File: src/rtl/rpg_lfsr_gen.sv
// ---------------------------------------------------------------------------
// rpg_lfsr_gen
// Password generator built around a free-running Galois LFSR. A rising edge
// on unlockDoor, gated by keyEnable, snapshots the LFSR into newPass. A
// snapshot equal to the current password is refused and retried on the next
// cycle. After each generation the block stays busy for MIN_GAP cycles.
//
// States
//   state    | meaning
//   ---------+-----------------------------------------------------------
//   IDLE     | waiting for a request edge
//   CAPTURE  | snapshot lfsr into newPass unless it repeats the last one
//   COOLDOWN | post-generation hold-off, cnt counts MIN_GAP..1
//
// Ports
//   clk         single clock, rising edge
//   rst_n       asynchronous active-low reset
//   keyEnable   request gate
//   unlockDoor  request line, a sampled 0->1 edge is a request
//   seedLoad    load seedIn into the LFSR this cycle (zero maps to SEED)
//   seedIn      seed value
//   newPass     last generated password (registered)
//   passValid   one-cycle pulse when newPass updates
//   busy        high whenever the FSM is outside IDLE
//   reqDropped  one-cycle pulse when a request arrives while busy
// ---------------------------------------------------------------------------
module rpg_lfsr_gen #(
   parameter int unsigned           PASS_WIDTH = 32,
   parameter logic [PASS_WIDTH-1:0] TAPS       = 32'hA3000000,
   parameter logic [PASS_WIDTH-1:0] SEED       = 32'h00000001,
   parameter int unsigned           MIN_GAP    = 4
) (
   input  logic                  clk,
   input  logic                  rst_n,
   input  logic                  keyEnable,
   input  logic                  unlockDoor,
   input  logic                  seedLoad,
   input  logic [PASS_WIDTH-1:0] seedIn,
   output logic [PASS_WIDTH-1:0] newPass,
   output logic                  passValid,
   output logic                  busy,
   output logic                  reqDropped
);

   localparam int unsigned      CNT_W    = $clog2(MIN_GAP + 1);
   localparam logic [CNT_W-1:0] CNT_LOAD = CNT_W'(MIN_GAP);
   localparam logic [CNT_W-1:0] CNT_ONE  = CNT_W'(1);

   typedef enum logic [1:0] {
      IDLE     = 2'd0,
      CAPTURE  = 2'd1,
      COOLDOWN = 2'd2
   } state_t;

   state_t                state;
   state_t                stateNext;
   logic [PASS_WIDTH-1:0] lfsr;
   logic [PASS_WIDTH-1:0] lfsrNext;
   logic                  unlockPrev;
   logic [CNT_W-1:0]      cnt;
   logic                  req;
   logic                  captureHit;
   logic                  dropHit;
   logic                  cntDone;

   // A request is an edge, so holding unlockDoor high yields exactly one.
   assign req     = unlockDoor & ~unlockPrev & keyEnable;
   assign cntDone = (cnt == CNT_ONE);

   // LFSR next value; a load wins over the advance, and a zero seed would
   // lock the register up so it is replaced by SEED.
   always_comb begin
      lfsrNext = (lfsr >> 1) ^ (lfsr[0] ? TAPS : '0);
      if (seedLoad) begin
         lfsrNext = (seedIn == '0) ? SEED : seedIn;
      end
   end

   // ---------------- state register ----------------
   always_ff @(posedge clk or negedge rst_n) begin
      if (!rst_n) begin
         state <= IDLE;
      end else begin
         state <= stateNext;
      end
   end

   // ---------------- next-state logic ----------------
   always_comb begin
      stateNext = state;
      case (state)
         IDLE: begin
            if (req) begin
               stateNext = CAPTURE;
            end
         end
         CAPTURE: begin
            // A repeat keeps us here; the LFSR moves on and we retry.
            if (lfsr != newPass) begin
               stateNext = COOLDOWN;
            end
         end
         COOLDOWN: begin
            if (cntDone) begin
               stateNext = IDLE;
            end
         end
         default: begin
            stateNext = IDLE;
         end
      endcase
   end

   // ---------------- output / strobe logic ----------------
   always_comb begin
      busy       = (state != IDLE);
      captureHit = (state == CAPTURE) && (lfsr != newPass);
      dropHit    = req && (state != IDLE);
   end

   // ---------------- datapath registers ----------------
   // unlockPrev resets high so a line already asserted at reset release
   // does not count as a request.
   always_ff @(posedge clk or negedge rst_n) begin
      if (!rst_n) begin
         lfsr       <= SEED;
         unlockPrev <= 1'b1;
         newPass    <= '0;
         passValid  <= 1'b0;
         reqDropped <= 1'b0;
         cnt        <= '0;
      end else begin
         lfsr       <= lfsrNext;
         unlockPrev <= unlockDoor;
         passValid  <= captureHit;
         reqDropped <= dropHit;
         // Capture uses the value held this cycle, before any load/advance.
         if (captureHit) begin
            newPass <= lfsr;
         end
         if (captureHit) begin
            cnt <= CNT_LOAD;
         end else if ((state == COOLDOWN) && (cnt != '0)) begin
            cnt <= cnt - CNT_ONE;
         end
      end
   end

endmodule

File: config.mk
export PLATFORM = sky130hd
export DESIGN_NAME = rpg_lfsr_gen
export DESIGN_NICKNAME = d
export VERILOG_FILES = /design/src/rtl/rpg_lfsr_gen.sv
export SDC_FILE = /design/constraint.sdc
export NUM_CORES = 1
export LEC_CHECK = 0
export BUFFER_PORTS_ARGS = -buffer_cell sky130_fd_sc_hd__buf_2
export CORE_ASPECT_RATIO = 1.75
export CORE_MARGIN = 2
export CORE_UTILIZATION = 40
export CTS_BUF_LIST = sky130_fd_sc_hd__clkbuf_8
export CTS_CLUSTER_DIAMETER = 200
export DETAILED_ROUTE_END_ITERATION = 16
export GPL_ROUTABILITY_DRIVEN = 0
export PLACE_DENSITY_LB_ADDON = 0.25
export SLEW_MARGIN = 25
export SYNTH_ARGS = -nofsm -noshare
export SYNTH_HDL_FRONTEND = slang
export SYNTH_SLANG_ARGS = --single-unit
File: constraint.sdc
create_clock -name clk -period 6.4 [get_ports clk]
set_clock_uncertainty 0.2 [all_clocks]
set_input_delay 0.32 -clock clk [delete_from_list [all_inputs] [get_ports clk]]
set_output_delay 0.32 -clock clk [all_outputs]
set_load 0.005 [all_outputs]
==> metrics.md, run 1 <==
| Metric | Value |
|---|---|
| Status | complete, but fails checks |
| Violated checks | negative hold slack |
| GR Util All Layers | 0.181 |
| Drc violations | 0 |
| Clk root buf | clkbuf_8 |
| Worst Reg2Reg Path Length in Cells | 6 |
| Antenna Violating Nets Remaining | 0 |
| Final Max Slew Viols | 0 |
| Leakage | 1.84 nW |
| Clock sink count | about 70 |
| TNS Setup | 0 ps |
| Synth area leader | dfrtp_1 |
| CP Capture Type | flop |
| Die ar. | roughly 0.0090 mm2 |
| Antenna violations before repair | 0 |
| Layout Cells excl Fill | just over 400 |
| Crit-path slowest cell | dfstp_2 |
| Synth top area cells | dfrtp_1 53%, mux2_2 12%, mux2_4 11%, xnor2_1 9.5%, nand4_1 1.9% |
| Number of synthesized register bits | 72 |
| R2r setup slk | about 3800 ps |
| Slew @ Worst Pin | 916 ps |
| Place WS | about 3800 ps |
| Final Hold Slack | -19.9 ps |
| Synthesis warning total | 0 |
| Final worst-path setup slack | 3810 ps |
| Final wirelength | between 7 and 8 mm |
| Clock transition at path regs | around 80 ps |
| Wirelength per Cell | roughly 18 um |
| Vias | just over 2000 |
| Post-Synthesis Cells | 230 |
| Critical path startpoint category | flop |
| Avg Cell Area, Syn | 14.4 um2 |
| Clock Tree Buf Depth | 2 |
| Crit Path Category | reg -> reg |
| Layout cells sized above 1 | 0.481 |
| Total of max-cap violations | 0 |
| Post-synthesis sequential area ratio | 0.545 |
| HP Class | in -> async |
| Crit share post-route | 0.405 |
| Net count, final | around 360 |
| Area growth, synth to finish | 23.5% |
| CP endpoint | newPass[31] |
| DIE WIDTH | ~73 um |
| DPL Wire Length | around 5.4 mm |
| Asr flop ratio synth | 1.00 |
| Critical Path AT | roughly 2600 ps |
| Slowest stage delay, CP | approximately 620 ps |
| Number of global-route vias before repair | 2292 |
| IO Port Bufs | 71 |
| Top cell type's share of synthesized area | 0.530 |
| CTS resizes | 0 |
| Reg2Reg Capture Point | newPass[31] |
| RSZ-0062 raised after global routing | no |
| Post-synth EDFFs | 0 |
| DP Cell Count | around 390 |
| H-tree Lvls | 3 |
| Reg-to-reg critical path startpoint | lfsr[0] |
| Initial Util | 0.415 |
| Row count | 43 |
| Final Util | 0.513 |
| Pwr Density | 423 mW/mm2 |
| Global route total overflow | 0 |
| Die Span Y | ~120 um |
| Crit path max fanout | 24 |
| Data required, critical path | ~6400 ps |
| Vias per cell | approximately 5 |
| Min cycle time layout | between 2000 and 3000 ps |
| DR pass1 iterations | 4 |
| Fmax achieved | around 0.39 GHz |
| Crit-path cells | xnor2_2 > nand4_1 > nor4_4 > a21oi_4 > buf_4 > mux2_2 |
| Antenna cell count | 0 |
| # IOs | 72 |
| Rel. slew slack | 0.389 |
| Post-synth top flop | dfrtp_1 |
| First-pass GRT wire length | 12.1 mm |
| Setup-failing EPs final | 0 |
| Post-Syn Nets | between 200 and 300 |
| Crit path from | lfsr[0] |
| Peak VDD IR | approximately 0.21 mV |
| Core box area | roughly 0.008 mm2 |
| Post-Syn Area | around 0.0033 mm2 |
| TritonCTS Buffers | 9 |
| Starting DRC count in detailed routing | 119 |
| CTS tree | built |
| Post-CTS Setup Repair Bufs | 0 |
| Largest net degree at the start of global routing | 73 |
| Post-CTS Hold Buffers | 11 |
| Final hold violation count | 21 |
| Clock Latency Late Sink | between 300 and 400 ps |
| Post-synth cell types | 27 |
[sequential cells by signal (all words and copies together), names as in the netlist]
register    count
lfsr           32
newPass        32
cnt             3
state           2
passValid       1
reqDropped      1
unlockPrev      1
[report_power, final]
group	switching [mW]	leakage [nW]	internal (mW)	total [mW]
Clock	0.174	0.128	0.268	0.442
Combinational	0.209	0.855	0.337	0.546
Sequential	0.145	0.858	0.594	0.739
Total	0.527	1.84	1.20	1.73
[cell families (layout without fill, tap and decap cells)]
logic type / after synthesis / after routing / share of synthesized area
AO/OA/AOI/OAI: 10 / 10 / 0.0204
XOR/XNOR: 37 / 37 / 0.100
adder cells (fa/ha/maj): 3 / 3 / 0.0113
buffers and inverters: 11 / 103 / 0.0216
flip-flops: 72 / 72 / 0.545
multiplexers: 60 / 60 / 0.233
AND/OR/NAND/NOR: 37 / 37 / 0.0685
[synth_stat cells, types with 3 or more instances]
| cell type | n |
|---|---|
| o21ai_0 | 3 |
| nor4_1 | 8 |
| nand4_1 | 10 |
| nand2_1 | 4 |
| mux2_4 | 25 |
| inv_1 | 3 |
| nand2b_1 | 3 |
| nor2_1 | 7 |
| xnor2_1 | 36 |
| mux2_2 | 35 |
| a21oi_1 | 3 |
| dfrtp_1 | 70 |
| ha_1 | 3 |
| buf_6 | 4 |
[final cells by class]
cell class	count	area (um2)
Timing Repair Buffer	84	480
Sequential cell	72	1800
Clock inverter	6	108
Fill cell	726	3880
Inverter	3	11.3
Clock buffer	10	138
Multi-Input combinational cell	147	1430
Tap cell	90	113
[layer usage]
layer  part of all wire  track usage
met1               0.39        0.215
met2               0.55        0.303
met3              0.032       0.0445
met4              0.022       0.0784
met5                  0            0
[cell usage in the layout (no fill, tap or decap), drive strengths merged]
cell type     n
buf          73
dfrtp        70
mux2         60
xnor2        37
dlygate4sd3  11
nand4        10
clkbuf       10
nor4         10
nor2          7
inv           4
nand2         4
a21oi         4
nand2b        3
o21ai         3
ha            3
bufinv        3
dfstp         2
clkinv        2
or2           1
nand3b        1
nor2b         1
a211oi        1
a21o          1
a31oi         1
[critical path, delay by kind of cell, from the launching register on]
family                 cells  cell delay, ps
flip-flops                 1             620
AO/OA/AOI/OAI              1             510
buffers and inverters      1             470
multiplexers               1             380
AND/OR/NAND/NOR            2             210
XOR/XNOR                   1              70
[metrics by stage]
| stage | total power, mW | instance area [um2] |
|---|---|---|
| 5_1_grt | 1.83 | 4090 |
| 6_report | 1.73 | 4090 |
| 2_1_floorplan | 1.07 | 3310 |
| 4_1_cts | 1.75 | 4090 |
| 3_5_place_dp | 1.30 | 3730 |
| 3_3_place_gp | 1.29 | 3730 |
[worst min-delay path by stage]
| stage | end | slack (ps) | depth (start not counted) |
|---|---|---|---|
| after CTS | lfsr[28] | 0.2 | 2 |
| after detailed placement | unlockPrev | 240 | 1 |
| after global routing | lfsr[28] | 20 | 2 |
| after floorplan | cnt[0] | -180 | 0 |
| final | lfsr[18] | -20 | 2 |
| after global placement | unlockPrev | 240 | 1 |
No activity file was read; power rests on OpenSTA's default activity.
==> inputs of run 2 (changes only) <==
==> constraint.sdc (replaced) <==
create_clock -name clk -period 2.65 [get_ports clk]
set_clock_uncertainty 0.2 [all_clocks]
set_input_delay 0.1325 -clock clk [delete_from_list [all_inputs] [get_ports clk]]
set_output_delay 0.1325 -clock clk [all_outputs]
set_load 0.005 [all_outputs]
==> run 2 against run 1 <==
Compared with the run above: the flow now finishes without violations; combinational power up 150%; via count is 4.1% higher; worst hold slack better by 97 ps; largest cell class unchanged; core utilization increased by 2.9 points; first-iteration DRC count decreased by 11%; critical endpoint is now newPass[8].
==> metrics.md, run 2 (synthesis gave the netlist of run 1 again) <==
| Metric | Value |
|---|---|
| Status | complete, no violations |
| Die Span Y | 124 um (unchanged) |
| Antenna Violating Nets Remaining | 0 (unchanged) |
| Starting DRC count in detailed routing | 106 (-11%) |
| Drc violations | 0 (unchanged) |
| GR Util All Layers | 0.179 (-0.00220) |
| IO Port Bufs | 71 (unchanged) |
| Setup-failing EPs final | 0 (unchanged) |
| Vias per cell | 4.93 (-1.9%) |
| Die ar. | 0.00904 mm2 (unchanged) |
| CTS tree | built |
| CTS resizes | 0 (unchanged) |
| Layout Cells excl Fill | 437 (+6.1%) |
| RSZ-0062 raised after global routing | no |
| Worst Reg2Reg Path Length in Cells | 6 (unchanged) |
| Peak VDD IR | 0.499 mV (+140%) |
| Slew @ Worst Pin | 776 ps (-140 ps) |
| Number of global-route vias before repair | 2240 (-2.3%) |
| Initial Util | 0.415 (unchanged) |
| DR pass1 iterations | 4 (unchanged) |
| Critical Path AT | 2320 ps (-310 ps) |
| Net count, final | 382 (+7.0%) |
| CP Capture Type | flop |
| Pwr Density | 938 mW/mm2 (+120%) |
| Final Max Slew Viols | 0 (unchanged) |
| Fillers | 724 (-0.28%) |
| Clock Latency Late Sink | 360 ps (about the same) |
| Clock sink count | 72 (unchanged) |
| Reg2Reg Capture Point | newPass[8] |
| Top Registers | lfsr (32), newPass (32), cnt (3) |
| Final wirelength | 7.49 mm (+0.52%) |
| DP Cell Count | 386 (+0.26%) |
| HP Class | in -> async |
| Leakage | 1.94 nW (+5.4%) |
| Crit Path Category | reg -> reg |
| Antenna cell count | 0 (unchanged) |
| Clock transition at path regs | 70 ps (about the same) |
| Crit share post-route | 0.858 (+0.453) |
| Commonest non-fill, non-tap cells in the layout | 71 x buf_2, 70 x dfrtp_1, 36 x xnor2_1 |
| Rel. slew slack | 0.483 (+0.0935) |
| Core box area | 0.00796 mm2 (unchanged) |
| First-pass GRT wire length | 11.7 mm (-3.8%) |
| Reg-to-reg critical path startpoint | lfsr[0] |
| Storage cell area | 0.00180 mm2 (unchanged) |
| DPL Wire Length | 5.36 mm (-1.6%) |
| TritonCTS Buffers | 9 (unchanged) |
| Post-CTS Hold Buffers | 35 (+24) |
| Largest net degree at the start of global routing | 54 (-26%) |
| Row count | 43 (unchanged) |
| Most common cell after layout, fill and taps aside | buf_2 |
| R2r setup slk | 380 ps (-3430 ps) |
| Critical path startpoint category | flop |
| Global route total overflow | 0 (unchanged) |
| Data required, critical path | 2700 ps (-3740 ps) |
| # IOs | 72 (unchanged) |
| Clk root buf | clkbuf_8 |
| Post-CTS Setup Repair Bufs | 0 (unchanged) |
| DIE WIDTH | 72.7 um (unchanged) |
| Antenna violations before repair | 0 (unchanged) |
| Area occupied by multi-input gates | 0.00143 mm2 (unchanged) |
| Final hold violation count | 0 (-100%) |
| Clock Tree Buf Depth | 2 (unchanged) |
| H-tree Lvls | 3 (unchanged) |
| Fmax achieved | 0.440 GHz (+14%) |
| Layout cells sized above 1 | 0.450 (-0.0318) |
| Min cycle time layout | 2270 ps (-320 ps) |
| Wirelength per Cell | 17.1 um (-5.2%) |
| TNS Setup | 0 ps (unchanged) |
| Total of max-cap violations | 0 (unchanged) |
| Vias | 2156 (+4.1%) |
| Crit path max fanout | 19 (-21%) |
| Area growth, synth to finish | 30.6% |
==> run 2: changes by cell type in the layout (fill, tap and decap cells not counted) <==
cell and delta:
buf_12 +1, bufinv_16 -2, clkbuf_8 +3, clkinv_4 -1
dlygate4sd3_1 +24
==> run 2: power by group <==
group	switching, mW	total (mW)	internal [mW]
Clock	0.398	0.930	0.533
Sequential	0.336	1.77	1.44
Combinational	0.508	1.35	0.841
==> run 2: metrics by stage <==
| step | worst slack [ps] | total power, mW | instance area [um2] | hold WS [ps] | util |
|---|---|---|---|---|---|
| floorplan | 489 | 2.59 | 3310 | -363 | - |
| global placement | 387 | 3.10 | 3750 | -76.0 | 0.471 |
| detailed placement | 355 | 3.12 | 3750 | -69.3 | 0.471 |
| CTS | 347 | 4.11 | 4320 | 82.0 | 0.542 |
| global route | 278 | 4.29 | 4320 | 119 | 0.542 |
| finish | 377 | 4.05 | 4320 | 76.9 | 0.542 |
==> run 2: final cells by class <==
type | count | share of cell area
clock inverters | 3 | 0.00898
repair buffers | 109 | 0.171
flip-flops and latches | 72 | 0.418
clock buffers | 13 | 0.0414
well taps | 90 | 0.0261
inverters | 3 | 0.00261
multi-input cells | 147 | 0.332
==> run 2: worst max-delay path by stage <==
stage | start | end | slack (ps)
6_report | lfsr[0] | newPass[8] | 380
5_1_grt | newPass[9] | newPass[9] | 280
4_1_cts | newPass[9] | newPass[8] | 350
3_5_place_dp | newPass[9] | newPass[5] | 360
3_3_place_gp | lfsr[0] | newPass[12] | 390
2_1_floorplan | lfsr[0] | newPass[10] | 490
==> run 2: worst max-delay path, stage by stage (launching register included) <==
cell,delay (ps)
dfstp_2,620
xnor2_2,140
nand4_1,150
nor4_4,370
a21oi_4,90
buf_4,250
mux2_4,330
==> run 2: layer usage <==
layer / vias to the layer above / track usage / share of wire
met2: 47 / 0.307 / 0.55
met3: 12 / 0.0380 / 0.035
met1: 1061 / 0.203 / 0.39
met5: - / 0 / 0
met4: 0 / 0.0882 / 0.022
li1: 1036 / - / -
